$ cat src/rtl/keccak_xif_issue_buffer_pkg.sv
`default_nettype none
// ============================================================================
// Module   : keccak_xif_issue_buffer_pkg
// Purpose  : Shared types for the Keccak XIF speculative issue buffer.
// Revision : 1.0 - initial release
// ============================================================================
package keccak_xif_issue_buffer_pkg;

  localparam int C_ID_W    = 4;
  localparam int C_XLEN    = 32;
  localparam int C_INSTR_W = 32;

  // Lifecycle of one buffer slot.
  typedef enum logic [1:0] {
    EMPTY     = 2'd0,
    PENDING   = 2'd1,
    COMMITTED = 2'd2,
    KILLED    = 2'd3
  } entry_state_t;

  typedef struct packed {
    logic [C_ID_W-1:0]    id;
    logic [C_INSTR_W-1:0] instr;
    logic [C_XLEN-1:0]    rs0;
    logic [C_XLEN-1:0]    rs1;
    entry_state_t         state;
  } issue_entry_t;

endpackage
`default_nettype wire

$ cat src/rtl/keccak_xif_issue_buffer_if.sv
`default_nettype none
// ============================================================================
// Module   : keccak_xif_issue_buffer_if
// Purpose  : Issue, commit and output handshake bundle of the issue buffer.
//            master = core/controller side, slave = buffer side.
// Revision : 1.0 - initial release
// ============================================================================
interface keccak_xif_issue_buffer_if
  import keccak_xif_issue_buffer_pkg::*;
#(
  parameter int ID_W = 4,
  parameter int XLEN = 32
);

  logic                 issue_valid_i;
  logic                 issue_ready_o;
  logic [ID_W-1:0]      issue_id_i;
  logic [C_INSTR_W-1:0] issue_instr_i;
  logic [XLEN-1:0]      issue_rs0_i;
  logic [XLEN-1:0]      issue_rs1_i;

  logic                 commit_valid_i;
  logic [ID_W-1:0]      commit_id_i;
  logic                 commit_kill_i;

  logic                 out_valid_o;
  logic                 out_ready_i;
  logic [ID_W-1:0]      out_id_o;
  logic [C_INSTR_W-1:0] out_instr_o;
  logic [XLEN-1:0]      out_rs0_o;
  logic [XLEN-1:0]      out_rs1_o;

  modport master (
    output issue_valid_i, issue_id_i, issue_instr_i, issue_rs0_i, issue_rs1_i,
    input  issue_ready_o,
    output commit_valid_i, commit_id_i, commit_kill_i,
    input  out_valid_o, out_id_o, out_instr_o, out_rs0_o, out_rs1_o,
    output out_ready_i
  );

  modport slave (
    input  issue_valid_i, issue_id_i, issue_instr_i, issue_rs0_i, issue_rs1_i,
    output issue_ready_o,
    input  commit_valid_i, commit_id_i, commit_kill_i,
    output out_valid_o, out_id_o, out_instr_o, out_rs0_o, out_rs1_o,
    input  out_ready_i
  );

endinterface
`default_nettype wire

$ cat src/rtl/keccak_xif_issue_buffer.sv
`default_nettype none
// ============================================================================
// Module   : keccak_xif_issue_buffer
// Purpose  : Holds issued Keccak instructions until commit/kill; forwards
//            committed ones in issue order, silently drops killed ones.
// Revision : 1.0 - initial release
// ============================================================================
module keccak_xif_issue_buffer
  import keccak_xif_issue_buffer_pkg::*;
#(
  parameter int DEPTH = 4,
  parameter int ID_W  = 4,
  parameter int XLEN  = 32
) (
  input  wire                         clk_i,
  input  wire                         rst_i,
  keccak_xif_issue_buffer_if.slave    bus,
  output logic [$clog2(DEPTH):0]      count_o,
  output logic                        err_o
);

  localparam int PTR_W = $clog2(DEPTH);
  localparam int CNT_W = PTR_W + 1;
  localparam logic [CNT_W-1:0] C_FULL = CNT_W'(DEPTH);
  localparam logic [PTR_W-1:0] C_PTR_ONE = PTR_W'(1);

  entry_state_t         r_state [DEPTH];
  logic [ID_W-1:0]      r_id    [DEPTH];
  logic [C_INSTR_W-1:0] r_instr [DEPTH];
  logic [XLEN-1:0]      r_rs0   [DEPTH];
  logic [XLEN-1:0]      r_rs1   [DEPTH];

  logic [PTR_W-1:0]     r_head;
  logic [PTR_W-1:0]     r_tail;
  logic [CNT_W-1:0]     r_count;
  logic                 r_err;

  logic [DEPTH-1:0]     w_dup_hit;
  logic [DEPTH-1:0]     w_cmt_hit;
  logic                 w_full;
  logic                 w_ready;
  logic                 w_push;
  logic                 w_same;
  logic                 w_cmt_old;
  logic                 w_err_evt;
  logic                 w_pop;
  entry_state_t         w_head_state;
  entry_state_t         w_cmt_state;
  entry_state_t         w_new_state;

  // Id CAM: one comparator pair per slot, for duplicate-issue stall and commit lookup.
  generate
    for (genvar gi = 0; gi < DEPTH; gi++) begin : g_cam
      assign w_dup_hit[gi] = ((r_state[gi] == PENDING) || (r_state[gi] == COMMITTED))
                             && (r_id[gi] == bus.issue_id_i);
      assign w_cmt_hit[gi] = (r_state[gi] == PENDING) && (r_id[gi] == bus.commit_id_i);
    end
  endgenerate

  // Handshake decode; ready uses registered state only, so a same-cycle pop never frees a slot.
  always_comb begin
    w_full       = (r_count == C_FULL);
    w_ready      = !w_full && !(|w_dup_hit);
    w_push       = bus.issue_valid_i && w_ready;
    // A duplicate id can never be accepted, so a commit matching the accepted id
    // cannot also match an older pending slot.
    w_same       = bus.commit_valid_i && w_push && (bus.commit_id_i == bus.issue_id_i);
    w_cmt_old    = bus.commit_valid_i && !w_same && (|w_cmt_hit);
    w_err_evt    = bus.commit_valid_i && !w_same && !(|w_cmt_hit);
    w_cmt_state  = bus.commit_kill_i ? KILLED : COMMITTED;
    w_new_state  = w_same ? w_cmt_state : PENDING;
    w_head_state = r_state[r_head];
    w_pop        = ((w_head_state == COMMITTED) && bus.out_ready_i) || (w_head_state == KILLED);
  end

  // Slot states, pointers, occupancy and sticky error; cleared asynchronously.
  always_ff @(posedge clk_i or posedge rst_i) begin
    if (rst_i) begin
      for (int i = 0; i < DEPTH; i++) begin
        r_state[i] <= EMPTY;
      end
      r_head  <= '0;
      r_tail  <= '0;
      r_count <= '0;
      r_err   <= 1'b0;
    end else begin
      for (int i = 0; i < DEPTH; i++) begin
        if (w_cmt_old && w_cmt_hit[i]) begin
          r_state[i] <= w_cmt_state;
        end
      end
      if (w_pop) begin
        r_state[r_head] <= EMPTY;
        r_head          <= r_head + C_PTR_ONE;
      end
      if (w_push) begin
        r_state[r_tail] <= w_new_state;
        r_tail          <= r_tail + C_PTR_ONE;
      end
      case ({w_push, w_pop})
        2'b10:   r_count <= r_count + CNT_W'(1);
        2'b01:   r_count <= r_count - CNT_W'(1);
        default: r_count <= r_count;
      endcase
      if (w_err_evt) begin
        r_err <= 1'b1;
      end
    end
  end

  // Payload storage; only meaningful while the slot state is not EMPTY.
  always_ff @(posedge clk_i) begin
    if (w_push) begin
      r_id[r_tail]    <= bus.issue_id_i;
      r_instr[r_tail] <= bus.issue_instr_i;
      r_rs0[r_tail]   <= bus.issue_rs0_i;
      r_rs1[r_tail]   <= bus.issue_rs1_i;
    end
  end

  assign bus.issue_ready_o = w_ready;
  assign bus.out_valid_o   = (w_head_state == COMMITTED);
  assign bus.out_id_o      = r_id[r_head];
  assign bus.out_instr_o   = r_instr[r_head];
  assign bus.out_rs0_o     = r_rs0[r_head];
  assign bus.out_rs1_o     = r_rs1[r_head];
  assign count_o           = r_count;
  assign err_o             = r_err;

endmodule
`default_nettype wire
$ cat src/flat_wrapper.sv
// flat-port wrapper written by rule: the top's interface ports become plain ports
module keccak_xif_issue_buffer_flat import keccak_xif_issue_buffer_pkg::*;
#(
  parameter int DEPTH = 4,
  parameter int ID_W  = 4,
  parameter int XLEN  = 32
)
  (clk_i, rst_i, count_o, err_o, bus_issue_valid_i, bus_issue_id_i, bus_issue_instr_i, bus_issue_rs0_i, bus_issue_rs1_i, bus_issue_ready_o, bus_commit_valid_i, bus_commit_id_i, bus_commit_kill_i, bus_out_valid_o, bus_out_id_o, bus_out_instr_o, bus_out_rs0_o, bus_out_rs1_o, bus_out_ready_i);
  keccak_xif_issue_buffer_if #(.ID_W(ID_W), .XLEN(XLEN)) bus_i ();
  input  wire clk_i;
  input  wire rst_i;
  output logic [$clog2(DEPTH):0] count_o;
  output logic err_o;
  input wire logic [$bits(bus_i.issue_valid_i)-1:0] bus_issue_valid_i;
  input wire logic [$bits(bus_i.issue_id_i)-1:0] bus_issue_id_i;
  input wire logic [$bits(bus_i.issue_instr_i)-1:0] bus_issue_instr_i;
  input wire logic [$bits(bus_i.issue_rs0_i)-1:0] bus_issue_rs0_i;
  input wire logic [$bits(bus_i.issue_rs1_i)-1:0] bus_issue_rs1_i;
  output wire logic [$bits(bus_i.issue_ready_o)-1:0] bus_issue_ready_o;
  input wire logic [$bits(bus_i.commit_valid_i)-1:0] bus_commit_valid_i;
  input wire logic [$bits(bus_i.commit_id_i)-1:0] bus_commit_id_i;
  input wire logic [$bits(bus_i.commit_kill_i)-1:0] bus_commit_kill_i;
  output wire logic [$bits(bus_i.out_valid_o)-1:0] bus_out_valid_o;
  output wire logic [$bits(bus_i.out_id_o)-1:0] bus_out_id_o;
  output wire logic [$bits(bus_i.out_instr_o)-1:0] bus_out_instr_o;
  output wire logic [$bits(bus_i.out_rs0_o)-1:0] bus_out_rs0_o;
  output wire logic [$bits(bus_i.out_rs1_o)-1:0] bus_out_rs1_o;
  input wire logic [$bits(bus_i.out_ready_i)-1:0] bus_out_ready_i;
  assign bus_i.issue_valid_i = bus_issue_valid_i;
  assign bus_i.issue_id_i = bus_issue_id_i;
  assign bus_i.issue_instr_i = bus_issue_instr_i;
  assign bus_i.issue_rs0_i = bus_issue_rs0_i;
  assign bus_i.issue_rs1_i = bus_issue_rs1_i;
  assign bus_issue_ready_o = bus_i.issue_ready_o;
  assign bus_i.commit_valid_i = bus_commit_valid_i;
  assign bus_i.commit_id_i = bus_commit_id_i;
  assign bus_i.commit_kill_i = bus_commit_kill_i;
  assign bus_out_valid_o = bus_i.out_valid_o;
  assign bus_out_id_o = bus_i.out_id_o;
  assign bus_out_instr_o = bus_i.out_instr_o;
  assign bus_out_rs0_o = bus_i.out_rs0_o;
  assign bus_out_rs1_o = bus_i.out_rs1_o;
  assign bus_i.out_ready_i = bus_out_ready_i;
  keccak_xif_issue_buffer #(.DEPTH(DEPTH), .ID_W(ID_W), .XLEN(XLEN)) u_core (.clk_i(clk_i), .rst_i(rst_i), .bus(bus_i), .count_o(count_o), .err_o(err_o));
endmodule
$ cat config.mk
export PLATFORM = sky130hd
export DESIGN_NAME = keccak_xif_issue_buffer_flat
export DESIGN_NICKNAME = d
export VERILOG_FILES = /design/src/rtl/keccak_xif_issue_buffer_pkg.sv /design/src/rtl/keccak_xif_issue_buffer_if.sv /design/src/rtl/keccak_xif_issue_buffer.sv /design/src/flat_wrapper.sv
export SDC_FILE = /design/constraint.sdc
export NUM_CORES = 1
export LEC_CHECK = 0
export BUFFER_PORTS_ARGS = -buffer_cell sky130_fd_sc_hd__buf_2
export CORE_MARGIN = 10
export CORE_UTILIZATION = 39
export DETAILED_ROUTE_END_ITERATION = 7
export PLACE_DENSITY_LB_ADDON = 0.3
export SETUP_SLACK_MARGIN = 0.4
export SLEW_MARGIN = 20
export SYNTH_ARGS = -nofsm -noshare
export SYNTH_HDL_FRONTEND = slang
export SYNTH_SLANG_ARGS = --single-unit
$ cat constraint.sdc
create_clock -name clk_i -period 15.9 [get_ports clk_i]
set_input_delay 0.795 -clock clk_i [delete_from_list [all_inputs] [get_ports clk_i]]
set_output_delay 0.795 -clock clk_i [all_outputs]
set_load 0.005 [all_outputs]
* After elaboration in Yosys (flattened, before gate mapping)
Memory sizes are Yosys's and may differ from the RTL's.
Cells that the tools add are included.
** Storage, ports and cells
- Output and inout bits :: 106
- Latch bits :: 0
- Bits in registers :: 16
- Memories kept :: 4
- RAM bits :: 400
- Memory bits (read-only) :: 0
- Logic and storage cells :: 99
** Memory list
- u_core.r_instr :: words 4, width 32, read ports 1, clocked after memory_dff 0, wr ports 1, line keccak_xif_issue_buffer.sv:29 : logic [C_INSTR_W-1:0] r_instr [DEPTH];
- u_core.r_rs0 :: words 4, width 32, read ports 1, clocked after memory_dff 0, wr ports 1, line keccak_xif_issue_buffer.sv:30 : logic [XLEN-1:0] r_rs0 [DEPTH];
- u_core.r_rs1 :: words 4, width 32, read ports 1, clocked after memory_dff 0, wr ports 1, line keccak_xif_issue_buffer.sv:31 : logic [XLEN-1:0] r_rs1 [DEPTH];
- u_core.r_id :: words 4, width 4, read ports 5, clocked after memory_dff 0, wr ports 1, line keccak_xif_issue_buffer.sv:28 : logic [ID_W-1:0] r_id [DEPTH];
** Operators by class
- Bitwise operators :: 4
- Add/sub/neg operators :: 4
- Magnitude comparators :: 4
- Div/mod/pow operators :: 0
- Muxes and demuxes :: 19
- Reductions and logical operators :: 34
- Shifts and indexed selects :: 0
- Multipliers :: 0
- Equality and inequality tests :: 22
** Operators with widths (number)
- equality test 4 bit :: 9
- logical AND 1 bit :: 22
- 2-to-1 mux 2 bit :: 9
- 2-to-1 mux 8 bit :: 2
- equality test 2 bit (second input constant) :: 7
- equality test 2 x 1 -> 1 bit (second input constant) :: 5
- AND 8 bit :: 1
- bitwise mux 8 bit :: 1
- demux 2 bit (select 2 bit) :: 2
- NOT 8 bit :: 1
- OR reduction 4 bit :: 2
- greater-or-equal comparator 3 bit (second input constant) :: 2
- less-than comparator 3 x 1 -> 1 bit (second input constant) :: 2
- NOT 2 -> 3 bit :: 2
- one-hot mux 3 bit (2 select lines) :: 1
- logical OR 1 bit :: 5
- adder 2 x 1 -> 2 bit (second input constant) :: 2
- binary-select mux 2 bit (select 2 bit) :: 1
- zero test 1 bit :: 4
- adder 3 x 1 -> 3 bit (second input constant) :: 1
- equality test 3 bit (second input constant) :: 1
- 2-to-1 mux 1 bit :: 3
- subtractor 3 x 1 -> 3 bit (second input constant) :: 1
- nonzero test 2 bit :: 1

* Longest topological paths before layout
Gate-level depths: netlist of the first run.
- Word-level depth :: 18
- Depth in mapped cells :: 13
- Mapped depth without buffers :: 13

* Worst setup path before layout of the first run
OpenSTA, ideal clock, no wires.
- Kind :: input to register
- From :: input port bus_issue_id_i[0]
- To :: memory u_core.r_id[2][0], enable pin
- Arrival time :: 8.537 ns
- Setup slack :: 6.680 ns
- Setup time :: 0.683 ns
- Stages :: 7
- Buffers on the path :: 2
- Cell sequence :: buf_4 xnor2_1 nand3_1 nor3_1 a311o_2 buf_6 nor3_1
** On the way
- Word-level cells in the longest chain between the ends :: 8
- Elaborated cells on any way between the ends :: 14
** RTL lines
- start: declaration :: line flat_wrapper.sv:15 : input wire logic [$bits(bus_i.issue_id_i)-1:0] bus_issue_id_i;
- equality test 4 bit :: line keccak_xif_issue_buffer.sv:55 : && (r_id[gi] == bus.issue_id_i);
- logical AND 1 bit :: line keccak_xif_issue_buffer.sv:55
- OR reduction 4 bit * :: line keccak_xif_issue_buffer.sv:63 : w_ready = !w_full && !(|w_dup_hit);
- zero test 1 bit * :: line keccak_xif_issue_buffer.sv:63
- logical AND 1 bit * :: line keccak_xif_issue_buffer.sv:63
- logical AND 1 bit * :: line keccak_xif_issue_buffer.sv:64 : w_push = bus.issue_valid_i && w_ready;
- 2-to-1 mux 1 bit * :: line keccak_xif_issue_buffer.sv:113 : if (w_push) begin
- 2-to-1 mux 1 bit (not written as such) * :: line keccak_xif_issue_buffer.sv:114 : r_id[r_tail] <= bus.issue_id_i;
- end: declaration :: line keccak_xif_issue_buffer.sv:28
Mark *: on every way between the ends. The rest lies on a longest branch, timed or not.

* Worst setup path after layout of the first run
- From :: register u_core.r_head[0]
- To :: output port bus_out_rs1_o[6]
** On the way
- Word-level cells in the longest chain between the ends :: 1
** RTL lines
- start: declaration :: line keccak_xif_issue_buffer.sv:33 : logic [PTR_W-1:0] r_head;
- start signal: assignment :: line keccak_xif_issue_buffer.sv:94 : r_head <= r_head + C_PTR_ONE;
- memory (4 x 32 bit)
- end: declaration :: line flat_wrapper.sv:27 : output wire logic [$bits(bus_i.out_rs1_o)-1:0] bus_out_rs1_o;
No other way between the ends.

==> results.cfg, run 1 <==
[status]
status = complete, no violations

[clock_network]
ctsLongestPathBuffers = 3
htree_levels = 2
cts_setup_buffers = 0
cts_sinks = 416
cts_buffers = 45
clk_pin_slew_ns = 0.06
cts_resized = 0
cts_root_buffer = clkbuf_16
cts_hold_buffers = 0
insertion_delay_ns = 0.57
tritoncts = done

[sta]
tightest_slew_ns = 1.01
min_period_ns = 4.55
post-route-period-util = 0.286
max_clock_freq_mhz = 220
slew-limit-headroom = 0.327
slew_viol_final = 0
timing.hold.ws_ns = 0.337
rsz0062_at_grt = no
hold_viol_final = 0
skew_ns = 0.0259
finalSetupTns_ns = 0
setup_viol = 0
setup_ws_ns = 11.35

[synth]
syn_nets = 823
synth_seq_cells = 416
seq_area_frac_synth = 0.776
synthTopCellsByArea = edfxtp_1 75%, mux4_2 14%, dfrtp_1 2.5%
async_flop_share = 0.0385
synth-main-ff-cell = edfxtp_1
yosys.area.top_type_share = 0.751
yosysWarnings = 0
syn_avg_cell_area_sq_um = 22.9
synth_edf_count = 400
synth_largest_area_cell = edfxtp_1
synth_cell_types = 39
syn_inst = 699
syn_area_sq_um = 16000

[floorplanning]
rows = 74
die_h_um = 223
start_util = 0.393
io_pins = 216
die_x_um = 223
die-area_sq_um = 49500
core_sq_um = 40600

[drt]
via_per_inst = 5.06
num_vias = 7632
dr.pass1.iters = 4
drt_iter0_markers = 521
ant_nets = 0
wl_per_cell_um = 22.7
drc_errors = 0
routed_wl_um = 34300

[final_layout]
syn_to_final_growth_pct = 19.9
regArea_sq_um = 12400
final_util = 0.472
multiInputGateArea_sq_um = 3360
fin_nets = 1064
drive_gt1_frac = 0.422
nFillCells = 3355

[global_routing]
grt_max_degree = 63
grt_pass1_wl_um = 53000
grt_overflow = 0
grt_antenna_before_repair = 5
grt_pass1_vias = 8380
track_usage = 0.138

[setup_path]
path_cells = buf_4 > buf_4 > mux4_2 > buf_2
cp_slowest_cell = dfrtp_4
r2r_slack_ns = 12.33
cp_max_fo = 44
worst-endpoint-required_ns = 15.11
worst_path_most_repeated_cell = buf_4
startpoint_type = flop
crit_path_end_kind = primary output
arrival_ns = 3.75
path_class = flop to primary output
critPathMaxStageDelay_ns = 0.86

[min_path]
hold_path.class = primary input to async pin

[placement]
dp_slack_ns = 11.72
gp_congestion = 0.819
hpwl_um = 21300
port_buffers = 215

[power]
cellLeakagePower_nw = 6.63
vdd_ir_drop_max_uv = 99.5
p_per_area_nw_per_um2 = 186

[flow_run]
cap_violations = 0
## synthesized netlist by cell type (3+ instances only)
master / instances
mux4_2: 102
buf_2: 14
mux2i_1: 4
nor3_1: 4
edfxtp_1: 400
clkbuf_1: 12
buf_4: 3
a22o_1: 6
nor4_1: 5
inv_1: 16
xnor2_1: 20
buf_6: 3
a21oi_1: 3
dfrtp_1: 16
o31ai_1: 3
ha_1: 13
xor2_1: 20
and2_1: 4
nor2_1: 5
nand2_1: 21
## layout by cell type (no fill, tap or decap), types with 4 or more instances in the layout
cell	netlist	final
a22o_1	6	6
and2_1	4	4
buf_2	14	215
buf_4	3	12
bufinv_16	0	5
clkbuf_1	12	9
clkbuf_16	0	46
clkinv_1	0	5
clkinv_2	0	9
dfrtp_1	16	14
edfxtp_1	400	400
ha_1	13	13
inv_1	16	15
mux2i_1	4	4
mux4_2	102	102
nand2_1	21	21
nor2_1	5	5
nor4_1	5	5
xnor2_1	20	20
xor2_1	20	20
## kinds of logic after synthesis
kind of cell    Yosys count  share of synthesized area
xor+xnor                 41                     0.0229
fa+ha+maj                14                     0.0114
mux                     107                      0.147
simple gates             48                     0.0164
flops                   416                      0.776
compound gates           24                     0.0116
buf+inv                  49                     0.0147
## power by group
group / internal, mW / leakage [nW] / switching [mW] / total [mW]
combinational: 0.459 / 2.05 / 0.497 / 0.957
sequential: 1.45 / 3.85 / 0.109 / 1.56
clock: 0.624 / 0.730 / 0.416 / 1.04
## worst max-delay path, delay by kind of cell (launching register included)
kind	cells	cell delay, ns
flops	1	0.86
buf+inv	3	1.65
mux	1	0.61
## metal layers
metal | track usage | vias up | wire (um)
met5 | 0 | - | 40
met4 | 0.0384 | 8 | 683
met3 | 0.0500 | 57 | 2560
met2 | 0.211 | 214 | 16100
met1 | 0.183 | 3959 | 14900
li1 | - | 3394 | -
## state kept, by name, indices dropped and copies added (netlist names)
signal / flops
u_core.r_id: 16
u_core.err_o: 1
u_core.r_rs1: 128
u_core.r_instr: 128
u_core.r_tail: 2
u_core.r_head: 2
u_core.r_rs0: 128
u_core.r_state: 8
u_core.count_o: 3
## per-stage QoR
stage,power (mW),instances,cell area (sq um)
global route,3.76,1508,19200
finish,3.56,1509,19200
CTS,3.64,1508,19200
detailed placement,2.58,1425,17700
floorplan,2.18,699,16000
global placement,2.58,1425,17700
## area by class of cell
type,instances,area share
sequential,416,0.648
multi-input combinational,234,0.175
clock buffer,57,0.0632
timing repair buffer,227,0.0608
tap,532,0.0347
clock inverter,26,0.0146
inverter,16,0.00326
antenna,1,0.000131
## final timing paths
check                                               from                         endpoint  depth (start not counted)
max in group asynchronous                          rst_i     u_core.r_head[0]$_DFFE_PP0N_                          2
hold / removal                                     rst_i         u_core.err_o$_DFFE_PP0P_                          2
setup / recovery            u_core.r_head[0]$_DFFE_PP0N_                 bus_out_rs1_o[6]                          4
setup reg to reg             u_core.r_id[2][2]$_DFFE_PP_    u_core.r_rs0[0][12]$_DFFE_PP_                          8
hold reg to reg            u_core.count_o[0]$_DFFE_PP0P_    u_core.count_o[0]$_DFFE_PP0P_                          1
min in group clk_i                 bus_issue_instr_i[10]  u_core.r_instr[0][10]$_DFFE_PP_                          1
Note: power is estimated with default switching activity, not from simulation.
==> run 2: changes to the inputs <==
Clock period 15.9 ns to 3.8 ns, I/O delays scaled along.
==> results.cfg, run 2 (synthesis gave the netlist of run 1 again) <==
[sta]
min_period_ns = 2.95
skew_ns = 0.0190
slew_viol_final = 0
post-route-period-util = 0.777
setup_ws_ns = 0.849
setup_viol = 0
tightest_slew_ns = 0.723
rsz0062_at_grt = no
hold_viol_final = 0
slew-limit-headroom = 0.518
max_clock_freq_mhz = 339

[global_routing]
gr-usage-met3 = 0.0419
grt_pass1_wl_um = 54000
grt_antenna_before_repair = 2
grt_overflow = 0
grt_max_degree = 89
top_usage_layer = met2
global_route.usage.met1 = 0.177
use_met2 = 0.229
track_usage = 0.139
grt_pass1_vias = 8966

[setup_path]
cp_top_family = buffers and inverters
cp_max_fo = 84
crit_start = u_core.r_head[0]$_DFFE_PP0N_
arrival_ns = 2.76
r2r_slack_ns = 0.96
crit_path_end_kind = primary output
worstReg2RegStart = u_core.r_id[3][2]$_DFFE_PP_
path_buf_inv = 2
path_cells = buf_12 > mux4_2 > buf_2
r2r-end = u_core.r_rs0[0][14]$_DFFE_PP_
worstRegToRegCells = 8
startpoint_type = flop
critPathMaxStageDelay_ns = 0.75
cp_slowest_cell = dfrtp_4
path_class = flop to primary output
worst-endpoint-required_ns = 3.61

[final_layout]
nFillCells = 3263
multiInputGateArea_sq_um = 3370
final_util = 0.498
largestRegisters = u_core.r_instr (128), u_core.r_rs0 (128), u_core.r_rs1 (128)
fin_nets = 1167
syn_to_final_growth_pct = 26.7
regArea_sq_um = 12400
final_common_cell = edfxtp_1
most-common-layout-cells = 400 x edfxtp_1, 215 x buf_2, 102 x mux4_2, 102 x dlygate4sd3_1, 47 x clkbuf_16
drive_gt1_frac = 0.380

[clock_network]
insertion_delay_ns = 0.55
cts_buffers = 45
cts_sinks = 416
clk_pin_slew_ns = 0.06
ctsLongestPathBuffers = 3
cts_resized = 0
htree_levels = 2
tritoncts = done
cts_root_buffer = clkbuf_16

[floorplanning]
die-area_sq_um = 49500
start_util = 0.393
die_h_um = 223
io_pins = 216
die_x_um = 223
rows = 74
core_sq_um = 40600

[power]
cellLeakagePower_nw = 7.04
p_per_area_nw_per_um2 = 735
vdd_ir_drop_max_uv = 566

[status]
status = complete, no violations

[drt]
via_per_inst = 4.98
num_vias = 8027
dr.pass1.iters = 4
ant_nets = 0
routed_wl_um = 34700
wl_per_cell_um = 21.5
drc_errors = 0
drt_iter0_markers = 489

[placement]
hpwl_um = 20900
dp_slack_ns = 0.914
gp_congestion = 0.861
port_buffers = 215

[min_path]
holdCritStartpoint = bus_commit_kill_i
worstHoldEndpoint = u_core.r_state[6]$_DFF_PP0_
min_path_cells = 3
hold_path.class = primary input to flop

[flow_run]
cap_violations = 0
run 2: cell types whose count changed in the layout (fill, tap and decap cells not counted), sizes merged, moves of 2 or more:
| cell | before | now |
|---|---|---|
| inv | 19 | 17 |
| bufinv | 5 | 3 |
| dlygate4sd3 | 0 | 102 |
| clkinvlp | 2 | 5 |
run 2: power breakdown:
| part | switching [mW] | internal [mW] |
|---|---|---|
| combinational | 2.22 | 2.08 |
| clock | 1.70 | 2.47 |
| sequential | 0.353 | 6.08 |
| total | 4.28 | 10.6 |
run 2: per-stage QoR:
stage                     TNS (ns)  instances  hold WS [ns]  cell area [sq um]  total power, mW
after floorplan             -77.83        699         0.104              16000             9.04
final                            0       1611        0.0923              20300             14.9
after global placement           0       1426         0.313              17800             10.9
after CTS                        0       1610        0.0432              20300             15.2
after global routing             0       1610        0.0643              20300             15.7
after detailed placement         0       1426         0.333              17800             10.9
run 2: worst min-delay path, cell delays in order:
cell and delay (ns):
buf_2 0.11, mux2_1 0.14, a32o_1 0.15
run 2: area by class of cell:
cell class,count,share of cell area
clock inverters,26,0.0107
flip-flops and latches,416,0.613
repair buffers,330,0.114
inverters,16,0.00315
diodes,1,0.000124
multi-input cells,234,0.167
well taps,532,0.0329
clock buffers,56,0.0597
run 2: timing repair:
item,in CTS,in global routing
endpoints found under the hold margin,417,0
setup buffers,0,0
hold buffers,102,0
run 2: worst max-delay path by stage:
stage | end | slack, ns | cells past startpoint
2_1_floorplan | u_core.r_id[1][0]$_DFFE_PP_ | -0.26 | 5
3_3_place_gp | u_core.r_rs0[0][22]$_DFFE_PP_ | 0.96 | 8
3_5_place_dp | u_core.r_rs0[0][14]$_DFFE_PP_ | 0.91 | 8
4_1_cts | bus_out_rs0_o[7] | 0.67 | 3
5_1_grt | bus_out_rs0_o[7] | 0.60 | 3
6_report | bus_out_rs1_o[12] | 0.85 | 3
run 2: per-layer routing:
metal	part of all wire	wire [um]	vias to the layer above
met5	0.00037	13	-
met4	0.019	673	2
met3	0.059	2060	57
met2	0.49	17000	207
met1	0.43	14900	4171
li1	-	-	3590
==> run 3: changes to the inputs <==
Settings changed: ABC_AREA set to 1.
Clock period 3.8 ns to 2.9 ns, I/O delays scaled along.
==> results.cfg, run 3 <==
[final_layout]
final_common_cell = edfxtp_1
most-common-layout-cells = 400 x edfxtp_1, 226 x nor2_1, 215 x buf_2
multiInputGateArea_sq_um = 3540
fin_nets = 1692
largestRegisters = u_core.r_instr (128), u_core.r_rs0 (128), u_core.r_rs1 (128)
regArea_sq_um = 12400
syn_to_final_growth_pct = 29.3
drive_gt1_frac = 0.226
nFillCells = 3546

[placement]
gp_congestion = 0.889
port_buffers = 215
dp_slack_ns = 0.468
hpwl_um = 22800

[floorplanning]
die_x_um = 225
io_pins = 216
die_h_um = 225
core_sq_um = 41800
start_util = 0.392
die-area_sq_um = 50600
rows = 75

[setup_path]
crit_start = u_core.r_state[4]$_DFF_PP0_
startpoint_type = flop
worst-endpoint-required_ns = 3.18
worstRegToRegCells = 13
crit_path_end_kind = flop
cp_slowest_cell = dfrtp_1
r2r-end = u_core.r_rs0[1][7]$_DFFE_PP_
worstReg2RegStart = u_core.r_state[4]$_DFF_PP0_
path_buf_inv = 5
r2r_slack_ns = 0.40
cp_max_fo = 8
path_cells = ha_4 > inv_2 > nand2_1 > nor2_1 > nand3_1 > nand2_2 > nor3_4 > nand2_2 > buf_12 > nor2_4 > buf_6 > buf_12 > clkbuf_16
arrival_ns = 2.79
cp_top_family = simple AND/OR/NAND/NOR gates
path_class = flop to flop
critPathMaxStageDelay_ns = 0.42

[global_routing]
gr-usage-met3 = 0.0441
grt_max_degree = 107
grt_pass1_wl_um = 66500
grt_antenna_before_repair = 4
top_usage_layer = met2
use_met2 = 0.278
global_route.usage.met1 = 0.215
track_usage = 0.170
grt_overflow = 0
grt_pass1_vias = 11300

[min_path]
holdCritStartpoint = bus_out_ready_i
min_path_cells = 5
hold_path.class = primary input to flop
worstHoldEndpoint = u_core.r_head[0]$_DFFE_PP0N_

[synth]
syn_area_sq_um = 16400
syn_inst = 1232
yosysMostFrequentCell = edfxtp_1
yosysWarnings = 0
synth_edf_count = 400
synth-main-ff-cell = edfxtp_1
synth_commonest_cells = 400 x edfxtp_1, 226 x nor2_1, 212 x o21ai_0, 104 x o22ai_1, 66 x nand2_1
synth_cell_types = 33
syn_nets = 1356
synthTopCellsByArea = edfxtp_1 73%, o21ai_0 6.5%, nor2_1 5.2%
seq_area_frac_synth = 0.757
yosys.area.top_type_share = 0.733
async_flop_share = 0.0385
synth_largest_area_cell = edfxtp_1
syn_avg_cell_area_sq_um = 13.3
synth_seq_cells = 416

[drt]
via_per_inst = 5.18
wl_per_cell_um = 21.3
drt_iter0_markers = 927
routed_wl_um = 45700
num_vias = 11100
ant_nets = 0
dr.pass1.iters = 5
drc_errors = 0

[clock_network]
cts_root_buffer = clkbuf_16
cts_sinks = 416
insertion_delay_ns = 0.57
ctsLongestPathBuffers = 3
tritoncts = done
cts_buffers = 45
clk_pin_slew_ns = 0.06
htree_levels = 2

[sta]
skew_ns = 0.0195
post-route-period-util = 0.863
max_clock_freq_mhz = 400
timing.hold.ws_ns = 0.124
tightest_slew_ns = 0.652
hold_viol_final = 0
rsz0062_at_grt = yes
setup_ws_ns = 0.397
min_period_ns = 2.50
slew_viol_final = 0
setup_viol = 0
slew-limit-headroom = 0.565

[flow_run]
cap_violations = 0

[power]
cellLeakagePower_nw = 7.65
p_per_area_nw_per_um2 = 1030
vdd_ir_drop_max_uv = 754

[status]
status = complete, no violations
run 3: area by class of cell:
class / instances / share of cell area
Inverter: 52 / 0.00986
Clock buffer: 50 / 0.0560
Multi-Input combinational cell: 692 / 0.167
Clock inverter: 30 / 0.0137
Timing Repair Buffer: 361 / 0.135
Antenna cell: 4 / 0.000472
Tap cell: 539 / 0.0318
Sequential cell: 416 / 0.586
run 3: metal layers:
metal | vias to the layer above | part of all wire
met2 | 390 | 0.48
li1 | 5196 | -
met3 | 73 | 0.081
met5 | - | 0
met4 | 0 | 0.020
met1 | 5451 | 0.42
run 3: report_power, final:
part | total (mW) | internal [mW] | switching (mW)
logic | 7.90 | 2.84 | 5.07
registers | 8.28 | 7.93 | 0.355
clock network | 5.73 | 3.39 | 2.33
run 3: worst max path at each step:
stage	end	slack [ns]	depth (start not counted)
2_1_floorplan	u_core.r_id[1][0]$_DFFE_PP_	-0.33	10
3_3_place_gp	u_core.r_rs0[1][26]$_DFFE_PP_	0.49	12
3_5_place_dp	u_core.r_rs0[1][24]$_DFFE_PP_	0.47	12
4_1_cts	bus_out_instr_o[13]	0.41	5
5_1_grt	u_core.r_rs0[1][12]$_DFFE_PP_	0.31	14
6_report	u_core.r_rs0[1][7]$_DFFE_PP_	0.40	13
run 3: cells by family after synthesis:
kind of cell | after synthesis | share of synthesized area
AOI/OAI and AO/OA | 339 | 0.113
xor gates and xnor gates | 15 | 0.00802
adders and majority gates | 14 | 0.0111
buffers and inverters | 124 | 0.0303
DFF | 416 | 0.757
and+or+nand+nor | 324 | 0.0807
run 3: what timing repair did:
item / CTS / global route
hold buffers: 104 / 0
pin swaps: 0 / 12
gates cloned: 3 / 10
resized for setup: 5 / 36
buffers inserted: 0 / 14
hold endpoints to repair: 424 / 0
endpoints found under the setup margin: 96 / 359
run 3: stage by stage:
| stage | instance area, sq um | power (mW) | std cells | TNS (ns) | utilization |
|---|---|---|---|---|---|
| 5_1_grt | 21200 | 23.2 | 2143 | 0 | 0.507 |
| 3_5_place_dp | 18100 | 15.4 | 1929 | 0 | 0.435 |
| 2_1_floorplan | 16400 | 12.3 | 1232 | -131.37 | - |
| 4_1_cts | 20800 | 21.6 | 2116 | 0 | 0.497 |
| 3_3_place_gp | 18100 | 15.3 | 1929 | 0 | 0.435 |
| 6_report | 21200 | 21.9 | 2144 | 0 | 0.508 |
run 3: worst min-delay path, stage by stage:
cell and delay, ns:
buf_2 0.10, nor2_1 0.06, nor2_4 0.11, buf_4 0.17
xor2_1 0.07
